[src/rtl/conv1_pkg.sv]
// Shared constants, address widths and state encoding for the conv1 layer
// (sequencer, execute stage and f2 memory wrapper).
package conv1_pkg;

  localparam int IMG_W  = 32;
  localparam int K      = 5;
  localparam int OUT_W  = IMG_W - K + 1;
  localparam int WB_LAT = 3;

  localparam int IMG_AW = 10;
  localparam int F2_AW  = 10;
  localparam int WIDX_W = 5;
  localparam int RC_W   = 5;
  localparam int KC_W   = 3;

  typedef logic [RC_W-1:0] rc_t;
  typedef logic [KC_W-1:0] kc_t;

  typedef enum logic [1:0] {
    S_IDLE,
    S_RUN,
    S_DRAIN,
    S_DONE
  } state_e;

  function automatic logic [IMG_AW-1:0] img_addr(rc_t r, rc_t c, kc_t kr, kc_t kc);
    return IMG_AW'((32'(r) + 32'(kr)) * IMG_W + 32'(c) + 32'(kc));
  endfunction

  function automatic logic [F2_AW-1:0] f2_addr(rc_t r, rc_t c);
    return F2_AW'(32'(r) * OUT_W + 32'(c));
  endfunction

  function automatic logic [WIDX_W-1:0] tap_idx(kc_t kr, kc_t kc);
    return WIDX_W'(32'(kr) * K + 32'(kc));
  endfunction

endpackage

[src/rtl/conv1_wb_pipe.sv]
// Valid+address delay line that lines up the f2 write with the pixel result
// emerging from the MAC/execute pipeline.
module conv1_wb_pipe #(
  parameter int DEPTH = 3,
  parameter int AW    = 10
) (
  input  logic          clk,
  input  logic          clr_i,
  input  logic          vld_i,
  input  logic [AW-1:0] addr_i,
  output logic          vld_o,
  output logic [AW-1:0] addr_o
);

  logic          vld_q  [DEPTH];
  logic [AW-1:0] addr_q [DEPTH];

  // NOTE: the whole line is cleared, not just the valid bits, so the write
  // address reads back as 0 after reset like every other output.
  always_ff @(posedge clk) begin
    if (clr_i) begin
      for (int i = 0; i < DEPTH; i++) begin
        vld_q[i]  <= 1'b0;
        addr_q[i] <= '0;
      end
    end else begin
      vld_q[0]  <= vld_i;
      addr_q[0] <= addr_i;
      for (int i = 1; i < DEPTH; i++) begin
        vld_q[i]  <= vld_q[i-1];
        addr_q[i] <= addr_q[i-1];
      end
    end
  end

  assign vld_o  = vld_q[DEPTH-1];
  assign addr_o = addr_q[DEPTH-1];

endmodule

[src/rtl/conv1_ctrl.sv]
// conv1 sequencer: walks the 28x28 output map with a 5x5 window, one tap per
// cycle, and schedules the f2 write of each finished pixel.
module conv1_ctrl
  import conv1_pkg::*;
(
  input  logic              clk,
  input  logic              rst,
  input  logic              start,
  input  logic              hold,
  output logic              busy,
  output logic              done,
  output logic [IMG_AW-1:0] img_raddr,
  output logic [WIDX_W-1:0] w_idx,
  output logic              tap_vld,
  output logic              mac_clr,
  output logic              f2_we,
  output logic [F2_AW-1:0]  f2_waddr
);

  state_e            state_q;
  rc_t               r_q, c_q;
  kc_t               kr_q, kc_q;
  logic              tap_last_q;
  logic [F2_AW-1:0]  pix_addr_q;

  logic issue, kc_last, kr_last, c_last, r_last, pix_last, layer_last;

  // A tap is issued on the start edge itself so the first tap shows up one cycle later.
  assign issue      = (state_q == S_IDLE && start) || (state_q == S_RUN && !hold);
  assign kc_last    = (kc_q == KC_W'(K - 1));
  assign kr_last    = (kr_q == KC_W'(K - 1));
  assign c_last     = (c_q == RC_W'(OUT_W - 1));
  assign r_last     = (r_q == RC_W'(OUT_W - 1));
  assign pix_last   = kc_last && kr_last;
  assign layer_last = pix_last && c_last && r_last;

  // NOTE: all state and output registers use non-blocking assignments so every
  // right-hand side sees the pre-edge value regardless of statement order.
  always_ff @(posedge clk) begin
    if (rst) begin
      state_q    <= S_IDLE;
      r_q        <= '0;
      c_q        <= '0;
      kr_q       <= '0;
      kc_q       <= '0;
      busy       <= 1'b0;
      done       <= 1'b0;
      tap_vld    <= 1'b0;
      mac_clr    <= 1'b0;
      img_raddr  <= '0;
      w_idx      <= '0;
      tap_last_q <= 1'b0;
      pix_addr_q <= '0;
    end else begin
      tap_vld    <= issue;
      mac_clr    <= issue && kr_q == '0 && kc_q == '0;
      tap_last_q <= issue && pix_last;
      done       <= 1'b0;

      if (issue) begin
        img_raddr  <= img_addr(r_q, c_q, kr_q, kc_q);
        w_idx      <= tap_idx(kr_q, kc_q);
        pix_addr_q <= f2_addr(r_q, c_q);
        kc_q       <= kc_last ? '0 : kc_q + 1'b1;
        if (kc_last) begin
          kr_q <= kr_last ? '0 : kr_q + 1'b1;
          if (kr_last) begin
            c_q <= c_last ? '0 : c_q + 1'b1;
            if (c_last) r_q <= r_last ? '0 : r_q + 1'b1;
          end
        end
      end

      case (state_q)
        S_IDLE: begin
          if (start) begin
            state_q <= S_RUN;
            busy    <= 1'b1;
          end
        end
        S_RUN: begin
          if (issue && layer_last) state_q <= S_DRAIN;
        end
        S_DRAIN: begin
          // Only the final pixel's write can still be in flight here.
          if (f2_we) begin
            state_q <= S_DONE;
            done    <= 1'b1;
            busy    <= 1'b0;
          end
        end
        S_DONE: state_q <= S_IDLE;
        default: state_q <= S_IDLE;
      endcase
    end
  end

  conv1_wb_pipe #(
    .DEPTH (WB_LAT),
    .AW    (F2_AW)
  ) u_wb_pipe (
    .clk    (clk),
    .clr_i  (rst),
    .vld_i  (tap_last_q),
    .addr_i (pix_addr_q),
    .vld_o  (f2_we),
    .addr_o (f2_waddr)
  );

endmodule

[config.mk]
export PLATFORM = sky130hd
export DESIGN_NAME = conv1_ctrl
export DESIGN_NICKNAME = d
export VERILOG_FILES = /design/src/rtl/conv1_pkg.sv /design/src/rtl/conv1_wb_pipe.sv /design/src/rtl/conv1_ctrl.sv
export SDC_FILE = /design/constraint.sdc
export NUM_CORES = 1
export LEC_CHECK = 0
export ABC_AREA = 1
export CORE_MARGIN = 5
export CORE_UTILIZATION = 45
export CTS_CLUSTER_SIZE = 10
export DETAILED_ROUTE_END_ITERATION = 8
export SKIP_CTS_REPAIR_TIMING = 1
export SLEW_MARGIN = 10
export SYNTH_ARGS = -nofsm -noshare
export SYNTH_HDL_FRONTEND = slang
export SYNTH_SLANG_ARGS = --single-unit
export TNS_END_PERCENT = 100
[constraint.sdc]
create_clock -name clk -period 6.9 [get_ports clk]
set_clock_uncertainty 0.15 [all_clocks]
set_input_delay 1.725 -clock clk [delete_from_list [all_inputs] [get_ports clk]]
set_output_delay 1.725 -clock clk [all_outputs]
set_load 0.1 [all_outputs]
== After elaboration in Yosys (flattened, before gate mapping) ==
Memory sizes are Yosys's and may differ from the RTL's.
Cells that the tools add are included.
Storage, ports and cells
  register bits: 48
  RAM bits: 33
  input bits: 4
  output and inout port bits: 30
  logic and storage cells: 85
  memories: 2
Cells by class
  add/subtract/negate cells: 9
  $mul: 2
  equality and inequality tests: 10
  multiplexer cells: 21
  bitwise operators: 7
  reduce and logical (&&, ||, !) cells: 21
Memory list
  u_wb_pipe.addr_q: words 3, bits a word 10, rd ports 3, clocked after memory_dff 0, write ports 3, line conv1_wb_pipe.sv:16  | logic [AW-1:0] addr_q [DEPTH];
  u_wb_pipe.vld_q: words 3, bits a word 1, rd ports 3, clocked after memory_dff 0, write ports 3, line conv1_wb_pipe.sv:15  | logic vld_q [DEPTH];
Operators with widths (count)
  $mux W10: 3
  $add A10 B5 Y10: 2
  $add A10 B3 Y10: 1
  $add A5 B1 Y5 const B: 2
  $add A5 B3 Y5: 2
  $eq A5 B5 Y1 const B: 2
  $mux W5: 2
  $logic_and A1 B1 Y1: 9
  $mux W1: 9
  $reduce_and A3 Y1: 3
  $mul A5 B3 Y8 const B: 1
  $pmux W2 S4: 1
  $add A3 B1 Y3 const B: 2
  $eq A3 B3 Y1 const B: 2
  $logic_not A3 Y1: 2
  $mux W2: 3
  $mux W3: 2
  $or A1 B1 Y1: 6
  $mul A3 B3 Y5 const B: 1
  $eq A2 B2 Y1 const B: 2
  $ne A2 B2 Y1 const B: 2
  $reduce_and A4 Y1: 1
  $eq A2 B1 Y1 const B: 1
  $logic_not A2 Y1: 1
  8 further kinds: 8

== Longest topological paths before layout ==
Gate-level depths: netlist (run 1).
  depth in word-level cells: 7
  gate-level depth with buffers: 13
  mapped depth without buffers: 13

== Cells and area by module ==
Synthesis (run 1) repeated with hierarchy kept, for this count alone.
Unflattened totals
  cells, all modules: 508
  area, all modules: 4070.2 sq um
Modules (own cells, without submodules)
  conv1_ctrl: times used 1, cells each 395, area each 3036.7 sq um, sequential area each 960.9 sq um
  conv1_wb_pipe: times used 1, cells each 113, area each 1033.5 sq um, sequential area each 660.6 sq um

== Least setup slack after synthesis (run 1) ==
Ideal clock, no wire load.
  path kind: register -> output
  from: memory u_wb_pipe.vld_q[2][0] (netlist: u_wb_pipe.vld_q[0][2])
  to: output f2_we
  arrival time: 0.941 ns
  data required time: 5.025 ns
  setup slack: 4.084 ns
  cell stages (with the launch flop): 1
  path buffers: 0
  path through: dfxtp_1
RTL lines
  from (decl): line conv1_wb_pipe.sv:15
  to (decl): line conv1_ctrl.sv:16  | output logic f2_we,

==> flow_summary.json, run 1 <==
{
  "rows": 34,
  "die_w_um": 104.7,
  "period_needed_ps": 3720,
  "max_cap_viol_count": 0,
  "start_util": 0.4626,
  "critical_path_required_ps": 5030,
  "min_path_type": "reg -> reg",
  "placedCellCount": 610,
  "synth_area_per_cell_um2": 8.216,
  "num_antenna_cells": 0,
  "post_synth_inst_count": 491,
  "synthToLayoutAreaGrowth_pct": 12.84,
  "worstPathBufferInverterCount": 1,
  "p_total_mw": 1.577,
  "finalSetupViolCount": 0,
  "clock-root-buffer": "sky130_fd_sc_hd__clkbuf_8",
  "cts_buffers": 9,
  "cellPowerDensity_nw_per_um2": 346.4,
  "worst-path-stages": 1,
  "path_clk_slew_ps": 80,
  "routed_wire_length_per_instance_um": 11.92,
  "max_clock_freq_ghz": 0.2688,
  "placement.setup.worst_slack_ps": 3256,
  "grt_pass1_wl_mm": 12.96,
  "end_kind": "primary output",
  "final_layout_net_count": 561,
  "crit-reg2reg-launch": "r_q[3]",
  "detail-route-antenna-nets": 0,
  "power_leakage_nw": 2.118,
  "area_occupied_by_multi_input_gates_um2": 1946,
  "setup-tns-final_ps": 0,
  "ff2ff_path_depth": 10,
  "drive_above_1_share": 0.07143,
  "setup.worst_path.class": "reg -> out",
  "area_of_the_core_um2": 8721,
  "post_synth_num_cell_types": 38,
  "track_usage": 0.1433,
  "routed-wl-met3_um": 310,
  "cp-startpoint": "u_wb_pipe.vld_q[0][2]",
  "die_height_um": 104.7,
  "run_status": "completed",
  "final_hold_viol_count": 0,
  "setup.reg_to_reg.worst_slack_ps": 4170,
  "drt-pass1-iter-count": 4,
  "most-common-layout-cells": "sky130_fd_sc_hd__inv_1, sky130_fd_sc_hd__dfxtp_1, sky130_fd_sc_hd__nor2_1, sky130_fd_sc_hd__nand2_1, sky130_fd_sc_hd__ha_1",
  "worst_path_max_delay_cell": "sky130_fd_sc_hd__clkdlybuf4s50_1",
  "post_dr_vias_cell": 4.815,
  "synth_seq_cells": 81,
  "setup_repair_after_global_routing_missed_its_margin": "no",
  "setup.worst_path.start_class": "register",
  "crit_end": "f2_we",
  "initialDrtViolationCount": 62,
  "ports": 34,
  "post_syn_nets": 539,
  "first_global_vias": 2825,
  "finish.instance_area_um2": 4552,
  "layout.filler_cells": 852,
  "worstPathCellList": "clkdlybuf4s50_1",
  "worst_path_largest_cell_delay_ps": 1140,
  "floorplan.die_area_um2": 10960,
  "final-seq-area_um2": 1622,
  "clkLatencyLatePin_ps": 360,
  "drt_wl_total_mm": 7.459,
  "grt_overflow_total": 0,
  "fin_crit_sh": 0.5391,
  "worstReg2RegEnd": "pix_addr_q[9]",
  "timing.critical_path.fanout_max": 3,
  "met2_wirelength_mm": 3.245,
  "crit_arrival_ps": 1840,
  "vdd.ir_drop.worst_v": 0.0002357,
  "maxSlewViolCount": 0,
  "grt_antenna_before_repair": 0,
  "fin_cells": 626,
  "gp_congestion": 0.7897,
  "grt_max_degree": 49,
  "area_after_dpl_um2": 4358,
  "slew_at_the_pin_closest_to_its_max_slew_limit_ps": 977.2,
  "layout.cells.most_common": "sky130_fd_sc_hd__inv_1",
  "relSlewSlack": 0.3465,
  "setup_ws_ps": 3180,
  "synth.yosys.seq_area_share": 0.4020,
  "synthesis.yosys.warnings": 0,
  "synthesized_area_um2": 4034,
  "routed.top_layer": "met4",
  "buffer_ports.inserted": 33,
  "critical-path-top-delay-family": "buffers and inverters",
  "cts.sink_count": 81,
  "h_tree_levels": 3,
  "cts_buffer_depth": 2,
  "drc_errors": 0,
  "clock_tree_from_tritoncts": "done",
  "dr_total_vias": 3014,
  "drt-met1-wl_mm": 3.791,
  "dp.final_hpwl_mm": 5.388
}
[cells by family (layout without fill, tap and decap cells)]
group,Yosys count,in the layout,synth area share
AND/OR/NAND/NOR,180,180,0.2060
AO/OA/AOI/OAI,60,60,0.08437
XOR/XNOR,17,17,0.03877
flip-flops,81,81,0.4020
adder cells (fa/ha/maj),44,44,0.1532
buffers and inverters,109,136,0.1157
[through the flow]
step	utilization	hold WS (ps)
final	0.5220	252.3
after global routing	0.5220	269.3
after CTS	0.5220	254.4
after detailed placement	0.4997	242.3
after global placement	0.4997	240.4
after floorplan	-	238.3
[synth_stat cells, drive strengths merged]
master,count,area share
nand3,32,0.041
nand3b,1,0.0019
o211ai,2,0.0037
o22ai,3,0.0047
o21a,1,0.0019
nor2,68,0.074
nand4,8,0.012
xor2,13,0.028
o22a,2,0.0043
nand2,66,0.070
o221ai,1,0.0022
a21oi,29,0.038
fa,9,0.045
clkbuf,3,0.0028
o21ai,18,0.022
o21bai,2,0.0037
a211oi,2,0.0037
nor4,1,0.0016
dfxtp,81,0.40
ha,35,0.11
buf,20,0.033
clkinv,1,0.00093
inv,85,0.079
xnor2,4,0.011
nor3,4,0.0050
[how the worst min path moves through the flow]
stage	startpoint	endpoint	slack [ps]	cells past startpoint
floorplan	u_wb_pipe.addr_q[0][0]	u_wb_pipe.addr_q[0][10]	240	2
global placement	tap_last_q	u_wb_pipe.vld_q[0][0]	240	2
detailed placement	u_wb_pipe.addr_q[0][7]	u_wb_pipe.addr_q[0][17]	240	2
CTS	u_wb_pipe.addr_q[0][7]	u_wb_pipe.addr_q[0][17]	250	2
global route	u_wb_pipe.addr_q[0][8]	u_wb_pipe.addr_q[0][18]	270	2
finish	u_wb_pipe.addr_q[0][19]	u_wb_pipe.addr_q[0][29]	250	2
[flip-flops by register name (all words and copies together) (netlist names)]
| name | flops |
|---|---|
| tap_last_q | 1 |
| busy | 1 |
| img_raddr | 10 |
| done | 1 |
| r_q | 5 |
| kr_q | 3 |
| pix_addr_q | 10 |
| u_wb_pipe.addr_q | 30 |
| mac_clr | 1 |
| w_idx | 5 |
| kc_q | 3 |
| c_q | 5 |
| tap_vld | 1 |
| u_wb_pipe.vld_q | 3 |
| state_q | 2 |
[routing by layer]
layer / vias up / global-route usage
met5: - / 0
met4: 0 / 0.05479
met3: 10 / 0.04316
met2: 45 / 0.2204
met1: 1373 / 0.1896
li1: 1586 / -
[report_power, final]
| group | switching, mW | total [mW] | leakage [nW] | internal [mW] |
|---|---|---|---|---|
| clock network | 0.174 | 0.341 | 0.0994 | 0.167 |
| logic | 0.480 | 0.640 | 1.36 | 0.160 |
| registers | 0.0380 | 0.595 | 0.660 | 0.558 |
[cell type report]
cell class,instances,area share
clock buffers,9,0.02721
clock inverters,7,0.01539
inverters,86,0.07092
multi-input cells,301,0.4274
flip-flops and latches,81,0.3562
well taps,108,0.02969
repair buffers,34,0.07312
Power figures use the tool's default switching activity.
==> run 2, diff against run 1 <==
--- a/config.mk
+++ b/config.mk
@@ -10,6 +10,7 @@
 export CORE_UTILIZATION = 45
 export CTS_CLUSTER_SIZE = 10
 export DETAILED_ROUTE_END_ITERATION = 8
+export PLACE_DENSITY = 0.67
 export SKIP_CTS_REPAIR_TIMING = 1
 export SLEW_MARGIN = 10
 export SYNTH_ARGS = -nofsm -noshare
==> constraint.sdc (replaced) <==
create_clock -name clk -period 3.1 [get_ports clk]
set_clock_uncertainty 0.15 [all_clocks]
set_input_delay 0.775 -clock clk [delete_from_list [all_inputs] [get_ports clk]]
set_output_delay 0.775 -clock clk [all_outputs]
set_load 0.1 [all_outputs]
==> run 2 against run 1 <==
Compared with the run above: via count is 2.1% lower; clock power rose by 120%; critical path depth grew 11; first-iteration DRC count up 66%; core utilization is 0.92 points lower; die area did not move; worst hold slack improved by 0.94 ps; sequential share of layout area rose by 0.64 points; largest cell class unchanged.
==> flow_summary.json, run 2 (synthesis gave the netlist of run 1 again) <==
{
  "initialDrtViolationCount": 103,
  "registers_with_the_most_flip_flops": "u_wb_pipe.addr_q x30, img_raddr x10, pix_addr_q x10",
  "layout.cells.most_common": "sky130_fd_sc_hd__inv_1",
  "timing.critical_path.fanout_max": 7,
  "die_height_um": 104.7,
  "cts.sink_count": 81,
  "area_of_the_core_um2": 8721,
  "rows": 34,
  "power_leakage_nw": 2.160,
  "slew_at_the_pin_closest_to_its_max_slew_limit_ps": 518.6,
  "critical_path_required_ps": 3210,
  "grt_pass1_wl_mm": 12.43,
  "setup.worst_path.class": "reg -> reg",
  "start_util": 0.4626,
  "maxSlewViolCount": 0,
  "grt_antenna_before_repair": 0,
  "clkLatencyLatePin_ps": 360,
  "final-seq-area_um2": 1622,
  "grt_max_degree": 37,
  "crit_arrival_ps": 2770,
  "placedCellCount": 610,
  "fin_crit_sh": 0.8583,
  "floorplan.die_area_um2": 10960,
  "buffer_ports.inserted": 33,
  "drive_above_1_share": 0.1293,
  "clock-root-buffer": "sky130_fd_sc_hd__clkbuf_8",
  "relSlewSlack": 0.6539,
  "synthToLayoutAreaGrowth_pct": 10.86,
  "routed_wire_length_per_instance_um": 11.35,
  "cellPowerDensity_nw_per_um2": 770.7,
  "setup.reg_to_reg.worst_slack_ps": 440,
  "most-common-layout-cells": "sky130_fd_sc_hd__inv_1, sky130_fd_sc_hd__dfxtp_1, sky130_fd_sc_hd__nor2_1, sky130_fd_sc_hd__nand2_1, sky130_fd_sc_hd__ha_1",
  "ports": 34,
  "regMostFlops": "u_wb_pipe.addr_q",
  "worst_case_hold_slack_ps": 253.2,
  "gp_congestion": 0.8223,
  "layout.filler_cells": 824,
  "final_layout_net_count": 561,
  "largest_register_ffs": 30,
  "period_needed_ps": 2661,
  "path_clk_slew_ps": 90,
  "setup-tns-final_ps": 0,
  "detail-route-antenna-nets": 0,
  "vdd.ir_drop.worst_v": 0.0005936,
  "dp.final_hpwl_mm": 5.165,
  "track_usage": 0.1359,
  "finalSetupViolCount": 0,
  "h_tree_levels": 3,
  "drt_wl_total_mm": 7.102,
  "fin_cells": 626,
  "cts_buffers": 9,
  "clock_tree_from_tritoncts": "done",
  "setup.worst_path.start_class": "register",
  "post_dr_vias_cell": 4.714,
  "area_occupied_by_multi_input_gates_um2": 1946,
  "min_path_type": "reg -> reg",
  "setup_repair_after_global_routing_missed_its_margin": "no",
  "first_global_vias": 2793,
  "end_kind": "register",
  "max_cap_viol_count": 0,
  "grt_overflow_total": 0,
  "final_hold_viol_count": 0,
  "drc_errors": 0,
  "cts_buffer_depth": 2,
  "dr_total_vias": 2951,
  "run_status": "completed",
  "drt-pass1-iter-count": 6,
  "die_w_um": 104.7,
  "max_clock_freq_ghz": 0.3758,
  "num_antenna_cells": 0
}
==> run 2: changes by cell type in the layout (fill, tap and decap cells not counted), sizes merged <==
| cell | previous run | this run |
|---|---|---|
| buf | 2 | 32 |
| clkdlybuf4s50 | 32 | 2 |
| clkinv | 5 | 2 |
| clkinvlp | 1 | 3 |
| bufinv | 1 | 0 |
| clkbuf | 9 | 10 |
| inv | 86 | 87 |
==> run 2: layout make-up <==
class                      instances  share of cell area
clock buffer                      10             0.03078
timing repair buffer              34             0.05764
clock inverter                     6             0.01147
tap                              108             0.03022
multi-input combinational        301              0.4351
sequential                        81              0.3626
inverter                          86             0.07219
==> run 2: metrics by stage <==
stage | util | instance area [µm²] | power, mW | worst slack (ps)
floorplan | - | 4034 | 2.492 | 634.4
global placement | 0.4911 | 4283 | 2.723 | 482.1
detailed placement | 0.4911 | 4283 | 2.745 | 420.2
CTS | 0.5128 | 4472 | 3.495 | 425.2
global route | 0.5128 | 4472 | 3.664 | 189.9
finish | 0.5128 | 4472 | 3.447 | 439.3
==> run 2: path summary, 6_finish.rpt <==
kind                              start                     to  depth (start not counted)
setup / recovery                 r_q[1]          pix_addr_q[8]                         12
setup reg to reg                 r_q[1]          pix_addr_q[8]                         12
hold / removal    u_wb_pipe.vld_q[0][0]  u_wb_pipe.vld_q[0][1]                          2
hold reg to reg   u_wb_pipe.vld_q[0][0]  u_wb_pipe.vld_q[0][1]                          2
==> run 2: report_power, final <==
group          switching (mW)  internal, mW
Combinational            1.06         0.326
Clock                   0.415         0.322
Sequential             0.0862          1.24
==> run 2: per-layer routing <==
metal	vias to the layer above	global-route usage	routed length [µm]
met2	50	0.2231	3258
met4	0	0.05388	167
met1	1307	0.1699	3393
li1	1578	-	-
met3	16	0.03699	282
met5	-	0	0
==> run 2: critical path: stages, from the launching register on <==
cell and delay (ps):
sky130_fd_sc_hd__dfxtp_1 550, sky130_fd_sc_hd__fa_1 480, sky130_fd_sc_hd__ha_1 200, sky130_fd_sc_hd__inv_1 80, sky130_fd_sc_hd__fa_1 410, sky130_fd_sc_hd__inv_1 110
sky130_fd_sc_hd__nand2_1 100, sky130_fd_sc_hd__nor2_1 140, sky130_fd_sc_hd__nand2_1 70, sky130_fd_sc_hd__nand2_1 60, sky130_fd_sc_hd__nand3_1 70, sky130_fd_sc_hd__o21ai_0 90
sky130_fd_sc_hd__inv_1 60
==> run 3, diff against run 2 <==
--- a/config.mk
+++ b/config.mk
@@ -10,7 +10,6 @@
 export CORE_UTILIZATION = 45
 export CTS_CLUSTER_SIZE = 10
 export DETAILED_ROUTE_END_ITERATION = 8
-export PLACE_DENSITY = 0.67
 export SKIP_CTS_REPAIR_TIMING = 1
 export SLEW_MARGIN = 10
 export SYNTH_ARGS = -nofsm -noshare
==> constraint.sdc (replaced) <==
create_clock -name clk -period 2.58 [get_ports clk]
set_clock_uncertainty 0.15 [all_clocks]
set_input_delay 0.645 -clock clk [delete_from_list [all_inputs] [get_ports clk]]
set_output_delay 0.645 -clock clk [all_outputs]
set_load 0.1 [all_outputs]
==> run 3 against run 2 <==
Compared with the run above: routed wire length fell by 0.39%; critical path depth rose by 1; largest power group unchanged; highest routed layer unchanged; total power rose by 19%; combinational power rose by 21%.
==> flow_summary.json, run 3 (synthesis gave the netlist of run 1 again) <==
{
  "first_global_vias": 2870,
  "post_dr_vias_cell": 4.692,
  "area_of_the_core_um2": 8721,
  "worst_path_max_delay_cell": "sky130_fd_sc_hd__fa_1",
  "timing.critical_path.fanout_max": 3,
  "final_layout_net_count": 571,
  "cts_buffer_depth": 2,
  "h_tree_levels": 3,
  "grt_antenna_before_repair": 0,
  "relSlewSlack": 0.6465,
  "drt_wl_total_mm": 7.074,
  "slew_at_the_pin_closest_to_its_max_slew_limit_ps": 529.6,
  "fin_crit_sh": 0.9648,
  "drt-pass1-iter-count": 4,
  "final_hold_viol_count": 0,
  "track_usage": 0.1392,
  "drive_above_1_share": 0.1742,
  "initialDrtViolationCount": 98,
  "area_occupied_by_multi_input_gates_um2": 2002,
  "detail-route-antenna-nets": 0,
  "final-seq-area_um2": 1625,
  "max_cap_viol_count": 0,
  "max_clock_freq_ghz": 0.4017,
  "layout.cells.most_common": "sky130_fd_sc_hd__inv_1",
  "worstReg2RegEnd": "pix_addr_q[9]",
  "clock_tree_from_tritoncts": "done",
  "cts.sink_count": 81,
  "grt_overflow_total": 0,
  "crit-reg2reg-launch": "r_q[0]",
  "cpMostUsedCell": "sky130_fd_sc_hd__nand2_1",
  "dr_total_vias": 2984,
  "floorplan.die_area_um2": 10960,
  "crit_arrival_ps": 2590,
  "gp_congestion": 0.8105,
  "die_w_um": 104.7,
  "critical_path_required_ps": 2680,
  "area_after_dpl_um2": 4350,
  "buffer_ports.inserted": 33,
  "crit_end": "pix_addr_q[9]",
  "p_total_mw": 4.113,
  "routed_wire_length_per_instance_um": 11.12,
  "vdd.ir_drop.worst_v": 0.0007498,
  "finalSetupViolCount": 0,
  "largest_register_ffs": 30,
  "cts_buffers": 9,
  "clock-root-buffer": "sky130_fd_sc_hd__clkbuf_8",
  "ports": 34,
  "finish.instance_area_um2": 4597,
  "min_path_type": "reg -> reg",
  "die_height_um": 104.7,
  "setup.worst_path.class": "reg -> reg",
  "setup.worst_path.start_class": "register",
  "regMostFlops": "u_wb_pipe.addr_q",
  "period_needed_ps": 2489,
  "synthToLayoutAreaGrowth_pct": 13.96,
  "worstPathCellList": "fa_1 -> ha_2 -> inv_2 -> fa_2 -> nand3b_1 -> nand2_1 -> nand2_2 -> nand2_2 -> nand3_2 -> nand2_1 -> nand3_2 -> nand2_1 -> inv_1",
  "rows": 34,
  "cp-startpoint": "r_q[0]",
  "worst_case_hold_slack_ps": 246.7,
  "drc_errors": 0,
  "setup.reg_to_reg.worst_slack_ps": 90,
  "cellPowerDensity_nw_per_um2": 894.7,
  "start_util": 0.4626,
  "most-common-layout-cells": "sky130_fd_sc_hd__inv_1, sky130_fd_sc_hd__dfxtp_1, sky130_fd_sc_hd__nor2_1, sky130_fd_sc_hd__nand2_1, sky130_fd_sc_hd__buf_4",
  "registers_with_the_most_flip_flops": "u_wb_pipe.addr_q x30, img_raddr x10, pix_addr_q x10",
  "run_status": "completed",
  "setup_repair_after_global_routing_missed_its_margin": "yes",
  "clkLatencyLatePin_ps": 340,
  "path_clk_slew_ps": 90,
  "grt_max_degree": 48,
  "maxSlewViolCount": 0,
  "ff2ff_path_depth": 13,
  "num_antenna_cells": 0,
  "layout.filler_cells": 839,
  "power_leakage_nw": 2.210,
  "worst_path_largest_cell_delay_ps": 550,
  "end_kind": "register",
  "grt_pass1_wl_mm": 12.93,
  "dp.final_hpwl_mm": 5.078,
  "setup-tns-final_ps": 0
}
[run 3: cell types whose count changed in the layout (fill, tap and decap cells not counted), sizes merged]
cell      before  now
buf           32   42
clkinv         2    4
clkinvlp       3    1
[run 3: critical path, delay by kind of cell (launching register included)]
kind	cells	cell delay [ps]
flops	1	340
fa+ha+maj	3	1130
buf+inv	2	80
simple gates	8	690
[run 3: layer usage]
layer,vias to the layer above,track usage,share of wire
met2,43,0.2267,0.47
met5,-,0,0
met3,12,0.03083,0.036
li1,1599,-,-
met4,0,0.04749,0.017
met1,1330,0.1830,0.48
[run 3: worst min path at each step]
stage | cells after the start | from | slack [ps] | to
after global placement | 2 | u_wb_pipe.addr_q[0][6] | 240 | u_wb_pipe.addr_q[0][16]
after global routing | 2 | u_wb_pipe.addr_q[0][15] | 260 | u_wb_pipe.addr_q[0][25]
after floorplan | 2 | u_wb_pipe.addr_q[0][0] | 240 | u_wb_pipe.addr_q[0][10]
final | 2 | u_wb_pipe.addr_q[0][15] | 250 | u_wb_pipe.addr_q[0][25]
after detailed placement | 2 | u_wb_pipe.addr_q[0][0] | 240 | u_wb_pipe.addr_q[0][10]
after CTS | 2 | u_wb_pipe.addr_q[0][15] | 240 | u_wb_pipe.addr_q[0][25]
[run 3: layout make-up]
type                            instances  area share
Clock buffer                           10     0.02776
Clock inverter                          6     0.01116
Inverter                               86     0.07022
Multi-Input combinational cell        301      0.4355
Sequential cell                        81      0.3536
Tap cell                              108     0.02940
Timing Repair Buffer                   44     0.07240
[run 3: through the flow]
step | std cells | setup slack [ps] | util
after detailed placement | 619 | -1.413 | 0.4989
after global placement | 619 | 113.4 | 0.4989
after global routing | 636 | -62.05 | 0.5271
after CTS | 635 | -2.961 | 0.5194
after floorplan | 491 | 114.4 | -
final | 636 | 90.74 | 0.5271
[run 3: where the power goes]
part | switching, mW | leakage [nW] | internal [mW] | total [mW]
Combinational | 1.27 | 1.46 | 0.406 | 1.67
Sequential | 0.100 | 0.662 | 1.49 | 1.59
Clock | 0.488 | 0.0875 | 0.362 | 0.850
Total | 1.85 | 2.21 | 2.26 | 4.11
